File: src/rtl/hidden_cpu_pkg.sv
// hidden_cpu_pkg: shared state encoding and instruction constants for the HiddenCPU slice
package hidden_cpu_pkg;
  typedef enum logic [1:0] {ST_LOAD = 2'd0, ST_RUN = 2'd1, ST_DONE = 2'd2} state_t;
  localparam int INSTR_W = 6;
  localparam logic [INSTR_W-1:0] IDLE_INSTR = 6'b000000;
endpackage

File: src/rtl/prog_mem.sv
// prog_mem: DEPTH x IW register array, one synchronous write port, one combinational read port
module prog_mem #(
  parameter int DEPTH = 16,
  parameter int IW = 6
) (
  input  logic                     clk,
  input  logic                     we,
  input  logic [$clog2(DEPTH)-1:0] waddr,
  input  logic [IW-1:0]            wdata,
  input  logic [$clog2(DEPTH)-1:0] raddr,
  output logic [IW-1:0]            rdata
);
  logic [IW-1:0] mem [DEPTH];
  always_ff @(posedge clk)
    if (we) mem[waddr] <= wdata;
  assign rdata = mem[raddr];
endmodule

File: src/rtl/hidden_prog_feeder.sv
// hidden_prog_feeder: loads a program then replays it in lock-step with the core PC; FEEDER_LOOP_EN makes the program loop
module hidden_prog_feeder
  import hidden_cpu_pkg::*;
#(
  parameter int DEPTH = 16,
  parameter int IW = INSTR_W
) (
  input  logic                     clk,
  input  logic                     rst,
  input  logic                     load_valid,
  input  logic [IW-1:0]            load_data,
  output logic                     load_ready,
  input  logic                     start,
  input  logic                     halt,
  input  logic                     clear,
  input  logic [7:0]               pc_in,
  input  logic                     pc_in_valid,
  output logic [IW-1:0]            instr_out,
  output logic                     instr_valid,
  output logic [1:0]               state_out,
  output logic [$clog2(DEPTH):0]   prog_len
);
  localparam int AW = $clog2(DEPTH);
  localparam int LW = AW + 1;
  state_t state, state_n;
  logic [AW-1:0] rd_ptr, ptr_n, raddr;
  logic [LW-1:0] len_n, len_acc, nxt;
  logic [IW-1:0] out_n, rdata;
  logic valid_n, accept, go, in_range;
  prog_mem #(.DEPTH(DEPTH), .IW(IW)) u_mem (
    .clk(clk), .we(accept), .waddr(prog_len[AW-1:0]), .wdata(load_data),
    .raddr(raddr), .rdata(rdata)
  );
  assign load_ready = state == ST_LOAD && prog_len < LW'(DEPTH);
  assign state_out = state;
  always_comb begin
    accept = state == ST_LOAD && load_valid && load_ready && !clear;
    len_acc = prog_len + LW'(accept);
    go = start && (state != ST_LOAD || len_acc != '0);
    nxt = pc_in_valid ? LW'(9'(pc_in) % 9'(DEPTH)) : LW'(rd_ptr) + LW'(1);
    in_range = nxt < prog_len;
    raddr = (go || !in_range) ? '0 : nxt[AW-1:0];
    state_n = state;
    len_n = prog_len;
    ptr_n = rd_ptr;
    out_n = instr_out;
    valid_n = instr_valid;
    if (clear) begin
      state_n = ST_LOAD;
      len_n = '0;
      ptr_n = '0;
      out_n = IW'(IDLE_INSTR);
      valid_n = 1'b0;
    end else if (halt && state == ST_RUN) begin
      state_n = ST_DONE;
      out_n = IW'(IDLE_INSTR);
      valid_n = 1'b0;
    end else if (go) begin
      // a word accepted into an empty memory is not yet readable, so bypass it
      state_n = ST_RUN;
      len_n = len_acc;
      ptr_n = '0;
      out_n = prog_len == '0 ? load_data : rdata;
      valid_n = 1'b1;
    end else if (state == ST_LOAD) begin
      len_n = len_acc;
    end else if (state == ST_RUN) begin
      if (in_range) begin
        ptr_n = nxt[AW-1:0];
        out_n = rdata;
      end else begin
`ifdef FEEDER_LOOP_EN
        ptr_n = '0;
        out_n = rdata;
`else
        state_n = ST_DONE;
        out_n = IW'(IDLE_INSTR);
        valid_n = 1'b0;
`endif
      end
    end
  end
  always_ff @(posedge clk)
    if (rst) begin
      state <= ST_LOAD;
      prog_len <= '0;
      rd_ptr <= '0;
      instr_out <= IW'(IDLE_INSTR);
      instr_valid <= 1'b0;
    end else begin
      state <= state_n;
      prog_len <= len_n;
      rd_ptr <= ptr_n;
      instr_out <= out_n;
      instr_valid <= valid_n;
    end
endmodule

File: config.mk
export PLATFORM = sky130hd
export DESIGN_NAME = hidden_prog_feeder
export DESIGN_NICKNAME = d
export VERILOG_FILES = /design/src/rtl/hidden_cpu_pkg.sv /design/src/rtl/prog_mem.sv /design/src/rtl/hidden_prog_feeder.sv
export SDC_FILE = /design/constraint.sdc
export NUM_CORES = 1
export LEC_CHECK = 0
export BUFFER_PORTS_ARGS = -buffer_cell sky130_fd_sc_hd__buf_2
export CAP_MARGIN = 40
export CORE_MARGIN = 4
export CORE_UTILIZATION = 54
export DETAILED_ROUTE_END_ITERATION = 7
export PLACE_DENSITY_LB_ADDON = 0.1
export SKIP_LAST_GASP = 1
export SLEW_MARGIN = 20
export SYNTH_ARGS = -nofsm -noshare
export SYNTH_HDL_FRONTEND = slang
export SYNTH_SLANG_ARGS = --single-unit
File: constraint.sdc
create_clock -name clk -period 4 [get_ports clk]
set_input_delay 0.8 -clock clk [delete_from_list [all_inputs] [get_ports clk]]
set_output_delay 0.8 -clock clk [all_outputs]
set_load 0.05 [all_outputs]
==> impl_metrics.env <==
export IMPL_status="finished clean"
export IMPL_post_cts_resized=0
export IMPL_worstSetupPathDepth=11
export IMPL_clk_pin_slew_worst_paths_ns=0.06
export IMPL_syn_nets=394
export IMPL_synthFlopType="edfxtp_1"
export IMPL_vias_per_cell=6.02
export IMPL_wl_per_cell_um=21.1
export IMPL_synth_top_area_cell="edfxtp_1"
export IMPL_crit_end="instr_out[1]$_SDFFE_PP0P_"
export IMPL_slew_viol_final=0
export IMPL_synthCells=366
export IMPL_top_layer="met4"
export IMPL_num_io_pins=36
export IMPL_cts_tree="yes"
export IMPL_post_cts_buffers=0
export IMPL_grt_util_all_layers=0.221
export IMPL_grt_pass1_vias=3289
export IMPL_gr_total_overflow=0
export IMPL_synth_top_area_frac=0.577
export IMPL_hp_class="register to register"
export IMPL_min_period_over_period=0.857
export IMPL_crit_arrival_ns=3.81
export IMPL_rsz0062_at_grt="false"
export IMPL_cts_buffers=17
export IMPL_post_dp_hpwl_mm=7.58
export IMPL_crit_buf_inv=0
export IMPL_hold_start="rd_ptr[3]$_SDFFE_PP0P_"
export IMPL_critPathMaxStageDelay_ns=0.57
export IMPL_drt_iter0_drc=234
export IMPL_critPathLaunchType="register"
export IMPL_worstPathMaxFanout=10
export IMPL_placed_area_mm2=0.00528
export IMPL_yosysSeqAreaShare=0.646
export IMPL_path_class="register to register"
export IMPL_die_w_um=104
export IMPL_slowest_stage="nor3_1"
export IMPL_root_buffer="clkbuf_8"
export IMPL_fmax_ghz=0.292
export IMPL_layout_drive_gt1_share=0.216
export IMPL_finalPower_mw=2.96
export IMPL_clk_latency_ns=0.52
export IMPL_rows=34
export IMPL_setup_worst_path_start="state_out[1]$_SDFFE_PP0P_"
export IMPL_synth_area_leaders="edfxtp_1 58%, dfxtp_1 6.8%, mux2i_1 3.2%, mux4_2 2.7%, nor2_1 2.2%"
export IMPL_maxCapViolations=0
export IMPL_syn_to_final_growth_pct=17.1
export IMPL_fp_dieH_um=104
export IMPL_dr_wl_met2_mm=5.32
export IMPL_clock_path_buffers=2
export IMPL_vdd_drop_max_v=0.000303
export IMPL_rr_startpoint="state_out[1]$_SDFFE_PP0P_"
export IMPL_wl_met3_um=740
export IMPL_antenna_cells=0
export IMPL_wl_met1_mm=5.02
export IMPL_cts_htree_levels=4
export IMPL_final_util=0.660
export IMPL_path_delay_family="simple AND/OR/NAND/NOR gates"
export IMPL_setup_violations=0
export IMPL_coreArea_mm2=0.00885
export IMPL_synthDistinctLibCells=51
export IMPL_postCtsHoldBufs=0
export IMPL_fin_setup_tns_ns=0
export IMPL_io_buffers=31
export IMPL_finalClockSkew_ns=0.00766
export IMPL_p_leak_nw=2.02
export IMPL_grt_pass1_wl_mm=18.0
export IMPL_finalNetCount=441
export IMPL_async_flop_share=0
export IMPL_slew_headroom=0.590
export IMPL_final_min_clock_period_ns=3.43
export IMPL_start_util=0.564
export IMPL_synth_edf_count=96
export IMPL_drc_errors=0
export IMPL_grt_max_degree=21
export IMPL_worstReg2RegEnd="instr_out[1]$_SDFFE_PP0P_"
export IMPL_fill_cells=653
export IMPL_finalHoldViolCount=0
export IMPL_worst_pin_slew_ns=0.613
export IMPL_r2r_slack_ns=0.57
export IMPL_r2r_cells=11
export IMPL_drtAntennaViolNets=0
export IMPL_antenna_found_initial=0
export IMPL_drt_wl_total_mm=11.3
export IMPL_path_cells="nor3_2 > and3b_1 > ha_1 > ha_1 > nor4_2 > o211ai_1 > o21a_1 > nor3_1 > nor2b_1 > o2111ai_1 > o211ai_1"
export IMPL_power_density_mw_per_mm2=507
export IMPL_ys_warn_count=0
export IMPL_place_congestion=0.906
export IMPL_avgSynthCellArea_um2=13.6
export IMPL_cts_sinks=113
export IMPL_required_ns=4.38
export IMPL_die_area_mm2=0.0108
export IMPL_ys_seq_elements=113
export IMPL_drt_pass1_iter_count=4
export IMPL_stdcell_area_mm2=0.00584
export IMPL_synth_area_mm2=0.00499
export IMPL_vias=3207
export IMPL_cp_end_kind="register"
==> worst register-to-register path, delay by kind of cell, from the launching register on <==
kind            cells  cell delay [ns]
simple gates        5             1.26
compound gates      4             1.00
fa+ha+maj           2             0.52
flops               1             0.51
==> kinds of logic after synthesis <==
kind of cell,count (synthesis),synth area share
fa+ha+maj,7,0.0175
simple gates,100,0.103
mux,28,0.0734
buf+inv,26,0.0293
flops,113,0.646
xor+xnor,6,0.0105
compound gates,86,0.120
==> cell usage after synthesis (all sizes together) (8+ instances only) <==
cell type   n
nand3       9
o211ai     12
nand2      23
mux2i      16
nor2       30
a21oi      12
nand2b      8
inv         8
o22ai      11
dfxtp      17
edfxtp     96
a2bb2oi     8
o21ai      13
buf        12
==> sequential cells by signal, indices dropped and copies added, names as in the netlist <==
signal	count
prog_len	5
u_mem.mem	96
instr_out	6
rd_ptr	4
instr_valid	1
state_out	1
==> through the flow <==
step           hold slack, ns  cells  setup slack [ns]
3_5_place_dp            0.474    502             0.381
5_1_grt                 0.512    533             0.293
4_1_cts                 0.481    533             0.641
6_report                0.477    533             0.573
2_1_floorplan           0.453    366             0.217
3_3_place_gp            0.472    502             0.442
==> routing by layer <==
metal,track usage,up-vias
met3,0.0689,19
li1,-,1521
met2,0.353,121
met1,0.291,1546
met5,0,-
met4,0.0665,0
==> worst min path at each step <==
stage	cells after the start	to	slack, ns
2_1_floorplan	2	rd_ptr[3]$_SDFFE_PP0P_	0.45
3_3_place_gp	2	rd_ptr[3]$_SDFFE_PP0P_	0.47
3_5_place_dp	2	rd_ptr[3]$_SDFFE_PP0P_	0.47
4_1_cts	2	rd_ptr[3]$_SDFFE_PP0P_	0.48
5_1_grt	2	rd_ptr[3]$_SDFFE_PP0P_	0.51
6_report	2	rd_ptr[3]$_SDFFE_PP0P_	0.48
==> layout by cell type, fill, tap and decap left out, types with 4 or more instances in the layout <==
cell type  netlist  routed
a21oi_1         12      12
clkinv_1         1       4
o2111ai_1        6       6
edfxtp_1        96      96
ha_1             7       7
nor2b_1          6       6
nand2b_1         8       8
xnor2_1          6       6
buf_4            1      14
nand4_1          4       4
nand3_1          8       8
clkbuf_16        0      16
a22oi_1          6       6
nand2_1         23      23
mux4_2           6       6
dfxtp_1         17      17
buf_2            6      31
nor3_1           7       6
o22ai_1         11      11
nor2_1          29      29
mux2_2           5       5
a2bb2oi_1        8       8
o21ai_0         11      11
mux2i_1         16      16
inv_1            8       8
a221oi_1         5       5
o211ai_1        12      12
==> where the power goes <==
| part | internal, mW | total, mW | switching (mW) |
|---|---|---|---|
| logic | 0.0819 | 0.231 | 0.149 |
| clock network | 0.934 | 1.44 | 0.504 |
| registers | 1.29 | 1.29 | 0.00640 |
==> final cells by class <==
cell class | count | area (um^2) | area share
Clock buffer | 19 | 422 | 0.0721
Timing Repair Buffer | 45 | 260 | 0.0445
Tap cell | 108 | 135 | 0.0231
Inverter | 9 | 33.8 | 0.00578
Clock inverter | 12 | 143 | 0.0244
Sequential cell | 113 | 3220 | 0.551
Multi-Input combinational cell | 227 | 1630 | 0.279
(Power assumes the default switching activity.)
